<file path="config.mk">
export PLATFORM = sky130hd
export DESIGN_NAME = hazard_ctrl
export DESIGN_NICKNAME = d
export VERILOG_FILES = /design/src/rtl/hazard_ctrl.sv
export SDC_FILE = /design/constraint.sdc
export NUM_CORES = 1
export LEC_CHECK = 0
export CAP_MARGIN = 20
export CORE_AREA = 2 2 65 67
export DETAILED_ROUTE_END_ITERATION = 6
export DIE_AREA = 0 0 67 69
export PLACE_DENSITY = 0.48
export SETUP_SLACK_MARGIN = 0.1
export SYNTH_ARGS = -nofsm -noshare
export SYNTH_HDL_FRONTEND = slang
export SYNTH_SLANG_ARGS = --single-unit
</file>
<file path="constraint.sdc">
create_clock -name clk -period 2.84 [get_ports clk]
set_clock_uncertainty 0.05 [all_clocks]
set_input_delay 0.568 -clock clk [delete_from_list [all_inputs] [get_ports clk]]
set_output_delay 0.568 -clock clk [all_outputs]
set_load 0.02 [all_outputs]
</file>
<file path="src/rtl/hazard_ctrl.sv">
// rtl/hazard_ctrl.sv - pipeline sequencing controller: shadow pipeline, RAW forwarding, load-use stall, jump flush
// Shadow slots are packed {v, we, ld, st}; outputs are combinational from registered state and inputs.
module hazard_ctrl #(
   parameter int JMP_BUBBLES = 1
) (
   input  logic       clk,
   input  logic       rst,
   input  logic       id_we,
   input  logic       id_ld,
   input  logic       id_st,
   input  logic       br_taken,
   input  logic [3:0] rr1,
   input  logic [3:0] rr2,
   input  logic [3:0] wr_exe,
   input  logic [3:0] wr_mem,
   output logic [1:0] dr1_src,
   output logic [1:0] dr2_src,
   output logic       stall_ld,
   output logic       stall_jmp,
   output logic       stall_dummy,
   output logic       pc_src,
   output logic       rfile_we,
   output logic       mem_we
);

   typedef enum logic [1:0] {
      RUN      = 2'd0,
      LD_STALL = 2'd1,
      J_FLUSH  = 2'd2
   } state_t;

   localparam int V  = 3;
   localparam int WE = 2;
   localparam int LD = 1;
   localparam int ST = 0;

   localparam logic [1:0] SRC_MEM  = 2'b00;
   localparam logic [1:0] SRC_EXE  = 2'b01;
   localparam logic [1:0] SRC_RF   = 2'b10;
   localparam logic [1:0] SRC_DMEM = 2'b11;

   localparam logic [1:0] CNT_INIT = 2'(JMP_BUBBLES - 1);

   state_t     state_q, state_d;
   logic [1:0] cnt_q, cnt_d;
   logic [3:0] dec_q, dec_d;
   logic [3:0] exe_q, exe_d;
   logic [3:0] mem_q, mem_d;
   logic [3:0] wb_q, wb_d;

   logic       hit_e1, hit_e2, hit_m1, hit_m2;
   logic       luh;
   logic       stall_ld_c, stall_jmp_c, pc_src_c;
   logic [1:0] sel1, sel2;

   // Younger producer (exe) wins; a load still in exe cannot forward and falls through to mem.
   function automatic logic [1:0] fwd_sel(input logic hit_e, input logic e_ld,
                                          input logic hit_m, input logic m_ld);
      if (hit_e && !e_ld) begin
         return SRC_EXE;
      end else if (hit_m) begin
         return m_ld ? SRC_DMEM : SRC_MEM;
      end else begin
         return SRC_RF;
      end
   endfunction

   assign hit_e1 = exe_q[V] & exe_q[WE] & (rr1 == wr_exe);
   assign hit_e2 = exe_q[V] & exe_q[WE] & (rr2 == wr_exe);
   assign hit_m1 = mem_q[V] & mem_q[WE] & (rr1 == wr_mem);
   assign hit_m2 = mem_q[V] & mem_q[WE] & (rr2 == wr_mem);
   assign luh    = dec_q[V] & (hit_e1 | hit_e2) & exe_q[LD];
   assign sel1   = fwd_sel(hit_e1, exe_q[LD], hit_m1, mem_q[LD]);
   assign sel2   = fwd_sel(hit_e2, exe_q[LD], hit_m2, mem_q[LD]);

   // LD_STALL re-issues the held instruction; exe holds the bubble so no new load-use can arise there.
   always_comb begin
      state_d     = state_q;
      cnt_d       = cnt_q;
      stall_ld_c  = 1'b1;
      stall_jmp_c = 1'b1;
      pc_src_c    = 1'b0;
      case (state_q)
         RUN: begin
            if (luh) begin
               stall_ld_c  = 1'b0;
               stall_jmp_c = 1'b0;
               state_d     = LD_STALL;
            end else if (br_taken) begin
               pc_src_c = 1'b1;
               cnt_d    = CNT_INIT;
               state_d  = J_FLUSH;
            end
         end
         LD_STALL: begin
            if (br_taken) begin
               pc_src_c = 1'b1;
               cnt_d    = CNT_INIT;
               state_d  = J_FLUSH;
            end else begin
               state_d = RUN;
            end
         end
         J_FLUSH: begin
            if (cnt_q == 2'd0) begin
               state_d = RUN;
            end else begin
               cnt_d = cnt_q - 2'd1;
            end
         end
         default: state_d = RUN;
      endcase
   end

   always_comb begin
      dec_d = dec_q;
      if (state_q == J_FLUSH) begin
         dec_d = 4'b0000;
      end else if (stall_ld_c) begin
         dec_d = {1'b1, id_we, id_ld, id_st};
      end
      exe_d = stall_ld_c ? dec_q : 4'b0000;
      mem_d = exe_q;
      wb_d  = mem_q;
   end

   always_ff @(posedge clk) begin
      if (rst) begin
         state_q <= RUN;
         cnt_q   <= 2'd0;
         dec_q   <= 4'b0000;
         exe_q   <= 4'b0000;
         mem_q   <= 4'b0000;
         wb_q    <= 4'b0000;
      end else begin
         state_q <= state_d;
         cnt_q   <= cnt_d;
         dec_q   <= dec_d;
         exe_q   <= exe_d;
         mem_q   <= mem_d;
         wb_q    <= wb_d;
      end
   end

   // Outputs sit at their idle values while reset is held.
   assign dr1_src     = rst ? SRC_RF : sel1;
   assign dr2_src     = rst ? SRC_RF : sel2;
   assign stall_ld    = rst | stall_ld_c;
   assign stall_jmp   = rst | stall_jmp_c;
   assign stall_dummy = 1'b1;
   assign pc_src      = ~rst & pc_src_c;
   assign rfile_we    = ~rst & wb_q[V] & wb_q[WE];
   assign mem_we      = ~rst & mem_q[V] & mem_q[ST];

endmodule

</file>
# Word level (Yosys, flattened, before mapping)
# Cells that the tools add are included.
# Widths: inputs -> output; s select.
# word_totals
output_inout_bits	10
input_bits	22
wordCells	65
ff_bits	20
# classes
eq_ne	10
mux	21
reduce_logical	10
bitwise_logic	17
add_sub_neg	1
# op_table
op	count
$mux 2	14
$eq 4x4->1	4
$and 1x1->1	13
$pmux 2 s3	2
$ne 2x2->1 const B	3
$logic_not 2->1	2
$mux 1	4
$reduce_or 2->1	2
$ne 3x3->1 const B	1
$reduce_and 3->1	1
$reduce_bool 3->1	1
$eq 2x1->1 const B	1
$eq 2x2->1 const B	1
$logic_and 1x1->1	2
$not 1->1	2
$or 1x1->1	2
$pmux 1 s2	1
$reduce_and 2->1	1
$sub 2x1->2 const B	1
$logic_not 1->1	1

# Depth between registers and ports, before layout
# Gate-level depths: netlist of the first run.
# logic_depth
word_depth	9
depth_mapped	6
depth_no_buf	6

# Least setup slack after synthesis of the first run
# OpenSTA, ideal clock, no wires.
# synth_timing
path_kind	input-to-output
start	in rr2[0]
end	out stall_ld
cell_stages	6
path_buffers	1
t_required_ns	2.222
path_slack_ns	0.572
t_arrival_ns	1.650
cell_sequence	xor2_1 > nor3_2 > a22oi_2 > nor4_4 > nand2b_1 > buf_4
# synth_between
elab_chain_len	8
# synth_lines
element	line	source
from (decl)	13	input logic [3:0] rr2,
$eq 4x4->1	69	assign hit_e2 = exe_q[V] & exe_q[WE] & (rr2 == wr_exe);
$and 1x1->1	69	
$or 1x1->1	72	assign luh = dec_q[V] & (hit_e1 | hit_e2) & exe_q[LD];
$and 1x1->1 (2 in a row)	72	
$mux 1 (2 in a row)	-	
$or 1x1->1	-	
to (decl)	18	output logic stall_ld,
# No other way between the ends.

# Worst setup path in the final report of the first run
# layout_timing
start	in rr2[0]
end	out stall_jmp
# layout_between
elab_chain_len	8
# layout_lines
element	line	source
$eq 4x4->1	69	
$and 1x1->1	69	
$or 1x1->1	72	
$and 1x1->1 (2 in a row)	72	
$mux 1	85	if (luh) begin
$mux 1	83	case (state_q)
$or 1x1->1	149	assign stall_jmp = rst | stall_jmp_c;
to (decl)	19	output logic stall_jmp,
# No other way between the ends.

==> impl_metrics.json, run 1 <==
{
  "die_h_um": 69,
  "dp_cells": 190,
  "drive_above_1_share_pct": 18.06,
  "yosysUniqueCellTypes": 25,
  "insertion_delay_ns": 0.25,
  "dieArea_mm2": 0.004623,
  "syn_area_um2": 957.2,
  "reg2reg_from": "exe_q[2]",
  "hold_class": "reg -> reg",
  "clockBufferDepth": 2,
  "ant_nets": 0,
  "io-pin-count": 32,
  "grt_overflow": 0,
  "crit_arrival_ns": 2.09,
  "crit_slowest_cell": "clkdlybuf4s50_1",
  "p_comb_share_pct": 17.1,
  "period_needed_ns": 2.711,
  "yosys.area.top_type": "dfxtp_1",
  "final_core_util_pct": 35.87,
  "crit_chain": "clkdlybuf4s50_1 > xor2_1 > nor3_2 > a22oi_2 > nor4_4 > nand2b_1 > clkdlybuf4s15_2",
  "htree_levels": 1,
  "syn_avg_cell_area_um2": 8.781,
  "dp_hpwl_um": 1555,
  "r2r_cells": 6,
  "crit_fanout": 2,
  "cts-root-buf": "clkbuf_8",
  "netlist_top_cells_area": "dfxtp_1 38%, xor2_1 9.2%, xnor2_1 5.5%",
  "period_share_pct": 95.46,
  "final_cells": 194,
  "end_kind": "primary output",
  "endpoint": "stall_jmp",
  "portBuffers": 30,
  "mostFrequentLayoutCells": "21 x clkdlybuf4s50_1, 18 x dfxtp_1, 13 x nand2_1, 10 x xor2_1, 10 x nor2_1",
  "seq_power_share_pct": 47.0,
  "cts_tree": "done",
  "track_usage_pct": 9.723,
  "slew_violations": 0,
  "vias": 817,
  "wl_per_cell_um": 10.81,
  "grt_pass1_vias": 821,
  "routed_wl_um": 2098,
  "yosysSeqAreaShare_pct": 37.65,
  "critPathTopFamily": "buffers and inverters",
  "startpoint_type": "primary input",
  "reg2reg_slack_ns": 1.45,
  "nNetsFinal": 168,
  "initial_utilization_pct": 24.46,
  "crit_path_start": "rr2[0]",
  "grt_max_degree": 23,
  "reg2reg_to": "dec_q[1]",
  "via_per_inst": 4.211,
  "grt_pass1_wl_um": 3622,
  "ys_ff_latch": 18,
  "leakage_nw": 0.5312,
  "setup_viol": 0,
  "p_sw_mw": 0.1263,
  "cp.required_ns": 2.22,
  "power.share.clock_pct": 35.9,
  "cts_buffers": 3,
  "maxCapViolCount": 0,
  "dr.first_iter.drc_count": 11,
  "antenna_found_initial": 0,
  "dieWidth_um": 67,
  "switching_share_pct": 22.31,
  "drcViolationCount": 0,
  "n_antenna_cell": 0,
  "final_common_cell": "clkdlybuf4s50_1",
  "critPathBufInv": 2,
  "clk_pin_slew_ns": 0.06,
  "path_depth": 7,
  "cts.sinks": 18,
  "postSynthNetCount": 132,
  "worst-setup-path-type": "in -> out",
  "routabilityCongestion": 0.6752,
  "hold_viol_final": 0,
  "rsz0062_at_grt": "yes",
  "syn_inst": 109,
  "ir_drop_uv": 311.5,
  "internal_power_mw": 0.4398,
  "syn_to_final_growth_pct": 46.67,
  "max_freq_mhz": 368.9,
  "status": "finished, final reports clean",
  "dr.pass1.iters": 4,
  "num_rows": 23,
  "synth_top_cell_area_share_pct": 37.65,
  "p_per_area_mw_per_mm2": 403.2,
  "ys_warn_count": 0,
  "core-area_mm2": 0.003914,
  "cp_slowest_stage_delay_ns": 0.46,
  "power.total_mw": 0.5661
}
-- synth_stat cells --
cell type	n
o21a_1	2
nand2b_1	6
o2bb2ai_1	2
o21ai_0	1
nor3_1	5
clkbuf_1	3
buf_6	1
nor2_1	10
xnor2_1	6
nor3b_1	5
a2bb2oi_1	2
nor2b_1	8
inv_1	3
and2_1	1
nor3_2	2
mux2i_1	3
conb_1	1
nor4_4	1
a22oi_2	1
nand3_1	2
xor2_1	10
ha_1	1
buf_4	2
nand2_1	13
dfxtp_1	18
-- stage by stage --
| step | setup WS (ns) | setup TNS (ns) | area (um2) | hold WS (ns) |
|---|---|---|---|---|
| after floorplan | 0.5720 | 0 | 957.2 | 0.3638 |
| after global placement | -0.2889 | -1.595 | 1348 | 0.3747 |
| after detailed placement | -0.3070 | -1.629 | 1348 | 0.3746 |
| after CTS | 0.03499 | 0 | 1415 | 0.3907 |
| after global routing | 0.02159 | 0 | 1404 | 0.4057 |
| final | 0.1289 | 0 | 1404 | 0.3885 |
-- power by group through the flow --
| stage | clock [mW] | combinational, mW | sequential [mW] |
|---|---|---|---|
| after detailed placement | 0 | 0.0938 | 0.272 |
| after floorplan | 0 | 0.0427 | 0.271 |
| after global routing | 0.220 | 0.107 | 0.267 |
| after CTS | 0.212 | 0.0949 | 0.266 |
| final | 0.203 | 0.0968 | 0.266 |
| after global placement | 0 | 0.0937 | 0.272 |
-- sequential cells by signal, summed over array words and instances, names as in the netlist --
name	flops
dec_q	4
exe_q	4
mem_q	4
cnt_q	2
state_q	2
wb_q	2
-- worst min path at each step --
stage,start,end,slack (ns),depth (start not counted)
floorplan,exe_q[0],mem_q[0],0.36,1
global placement,exe_q[0],mem_q[0],0.37,1
detailed placement,exe_q[0],mem_q[0],0.37,1
CTS,exe_q[0],mem_q[0],0.39,1
global route,exe_q[0],mem_q[0],0.41,1
finish,exe_q[0],mem_q[0],0.39,1
-- repair_timing --
| action | CTS | global route |
|---|---|---|
| buffers inserted | 0 | 0 |
| pin swaps | 1 | 6 |
| hold buffers | 0 | 0 |
| endpoints found under the setup margin | 7 | 8 |
| resized for setup | 21 | 12 |
-- cell families after synthesis --
family	after synthesis	share of synthesized area, %
xor+xnor	16	14.64
fa+ha+maj	1	1.307
compound gates	8	7.058
buf+inv	9	5.097
mux	3	3.137
simple gates	53	30.72
flops	18	37.65
other cells	1	0.3918
-- layer usage --
| metal | up-vias | track usage [%] | wire length (um) |
|---|---|---|---|
| li1 | 420 | - | - |
| met4 | 0 | 2.041 | 10 |
| met3 | 2 | 1.958 | 132 |
| met1 | 371 | 12.92 | 992 |
| met2 | 24 | 16.06 | 962 |
| met5 | - | 0 | 0 |
-- final cells by class --
| cell class | instances | area, um2 |
|---|---|---|
| fill | 419 | 2510 |
| multi-input combinational | 82 | 576.8 |
| sequential | 18 | 360.3 |
| timing repair buffer | 37 | 337.8 |
| tap | 50 | 62.56 |
| clock buffer | 4 | 55.05 |
| inverter | 3 | 11.26 |
Note: power is estimated with default switching activity, not from simulation.
==> run 2, diff against run 1 <==
- TNS_END_PERCENT: not set -> 50
==> impl_metrics.json, run 2 (synthesis gave the netlist of run 1 again) <==
{
  "status": "finished, final reports clean",
  "insertion_delay_ns": 0.25,
  "dr.first_iter.drc_count": 13,
  "cts_tree": "done",
  "routabilityCongestion": 0.6752,
  "drcViolationCount": 0,
  "crit_arrival_ns": 2.10,
  "io-pin-count": 32,
  "antenna_found_initial": 0,
  "critPathTopFamily": "buffers and inverters",
  "nNetsFinal": 168,
  "fillCellCount": 416,
  "fin_ws_ns": 0.1241,
  "wl_per_cell_um": 10.78,
  "hold_viol_final": 0,
  "dieArea_mm2": 0.004623,
  "p_per_area_mw_per_mm2": 400.4,
  "mostFrequentLayoutCells": "22 x clkdlybuf4s50_1, 18 x dfxtp_1, 13 x nand2_1, 10 x xor2_1, 10 x nor2_1",
  "top_regs": "dec_q (4), exe_q (4), mem_q (4)",
  "pre_cts_slack_ns": -0.3070,
  "end_kind": "primary output",
  "syn_to_final_growth_pct": 47.71,
  "leakage_nw": 0.5156,
  "reg2reg_from": "exe_q[2]",
  "max_freq_mhz": 368.2,
  "drive_above_1_share_pct": 18.06,
  "dieWidth_um": 67,
  "hold_path_startpoint": "exe_q[0]",
  "critPathBufInv": 2,
  "setup_viol": 0,
  "crit_fanout": 2,
  "cts.sinks": 18,
  "portBuffers": 30,
  "num_rows": 23,
  "multiInputGateArea_um2": 576.8,
  "ant_nets": 0,
  "crit_slowest_cell": "clkdlybuf4s50_1",
  "die_h_um": 69,
  "postCtsSetupRepairBufs": 0,
  "htree_levels": 1,
  "cts-root-buf": "clkbuf_8",
  "cp_slowest_stage_delay_ns": 0.45,
  "final_cells": 194,
  "hold_class": "reg -> reg",
  "maxCapViolCount": 0,
  "ir_drop_uv": 311.5,
  "placed_area_mm2": 0.001348,
  "track_usage_pct": 9.723,
  "grt_max_degree": 23,
  "cts_buffers": 3,
  "seqCellArea_um2": 360.3,
  "slew_violations": 0,
  "core-area_mm2": 0.003914,
  "period_needed_ns": 2.716,
  "routed_wl_um": 2091,
  "grt_overflow": 0,
  "vias": 817,
  "startpoint_type": "primary input",
  "via_per_inst": 4.211,
  "n_antenna_cell": 0,
  "rsz0062_at_grt": "yes",
  "initial_utilization_pct": 24.46,
  "crit_chain": "clkdlybuf4s50_1 > xor2_1 > nor3_2 > a22oi_2 > nor4_4 > nand2b_1 > clkdlybuf4s15_2",
  "final_common_cell": "clkdlybuf4s50_1",
  "post-route-cell-area_mm2": 0.001414,
  "grt_pass1_vias": 821,
  "crit_path_start": "wr_exe[2]",
  "cp.required_ns": 2.22,
  "clockBufferDepth": 2,
  "dr.pass1.iters": 4,
  "worst-setup-path-type": "in -> out",
  "grt_pass1_wl_um": 3622,
  "dp_cells": 190,
  "dp_hpwl_um": 1555,
  "period_share_pct": 95.63,
  "clk_pin_slew_ns": 0.06
}
## run 2: cell count changes in the layout (fill, tap and decap cells not counted)
cell             before  now
clkdlybuf4s15_2       1    3
clkbuf_2              2    3
clkdlybuf4s50_1      21   22
buf_2                 4    1
dlymetal6s2s_1        1    0
## run 2: metrics by stage
stage / power (mW) / util (%) / hold WS [ns] / setup TNS [ns]
after floorplan: 0.3136 / - / 0.3638 / 0
after global placement: 0.3656 / 34.43 / 0.3747 / -1.595
after detailed placement: 0.3658 / 34.43 / 0.3746 / -1.629
after CTS: 0.5732 / 36.09 / 0.3907 / 0
after global routing: 0.5942 / 36.13 / 0.4057 / 0
final: 0.5661 / 36.13 / 0.3885 / 0
## run 2: power by group
group          switching [mW]  leakage [nW]  internal [mW]
clock network          0.0803        0.0288          0.123
registers             0.00455         0.147          0.262
logic                  0.0414         0.339         0.0554
total                   0.126         0.516          0.440
## run 2: final timing paths
kind,depth (start not counted),slack [ns],to
hold / removal,1,0.39,mem_q[0]
setup / recovery,7,0.12,stall_jmp
setup reg to reg,6,1.45,dec_q[1]
hold reg to reg,1,0.39,mem_q[0]
## run 2: metal layers
layer	part of all wire [%]	vias up	global-route usage (%)
li1	-	420	-
met4	0.48	0	2.041
met2	46	24	16.06
met5	0	-	0
met3	6.3	2	1.958
met1	47	371	12.92
## run 2: area by class of cell
type / count / share of cell area [%]
multi-input combinational: 82 / 40.80
tap: 50 / 4.425
sequential: 18 / 25.49
inverter: 3 / 0.7965
clock buffer: 4 / 3.894
timing repair buffer: 37 / 24.60
## run 2: repair_timing
item                       4_1_cts  5_1_grt
setup endpoints to repair        7        8
resized for setup               19       10
pin swaps                        1        6
hold endpoints to repair         0        0
hold buffers                     0        0
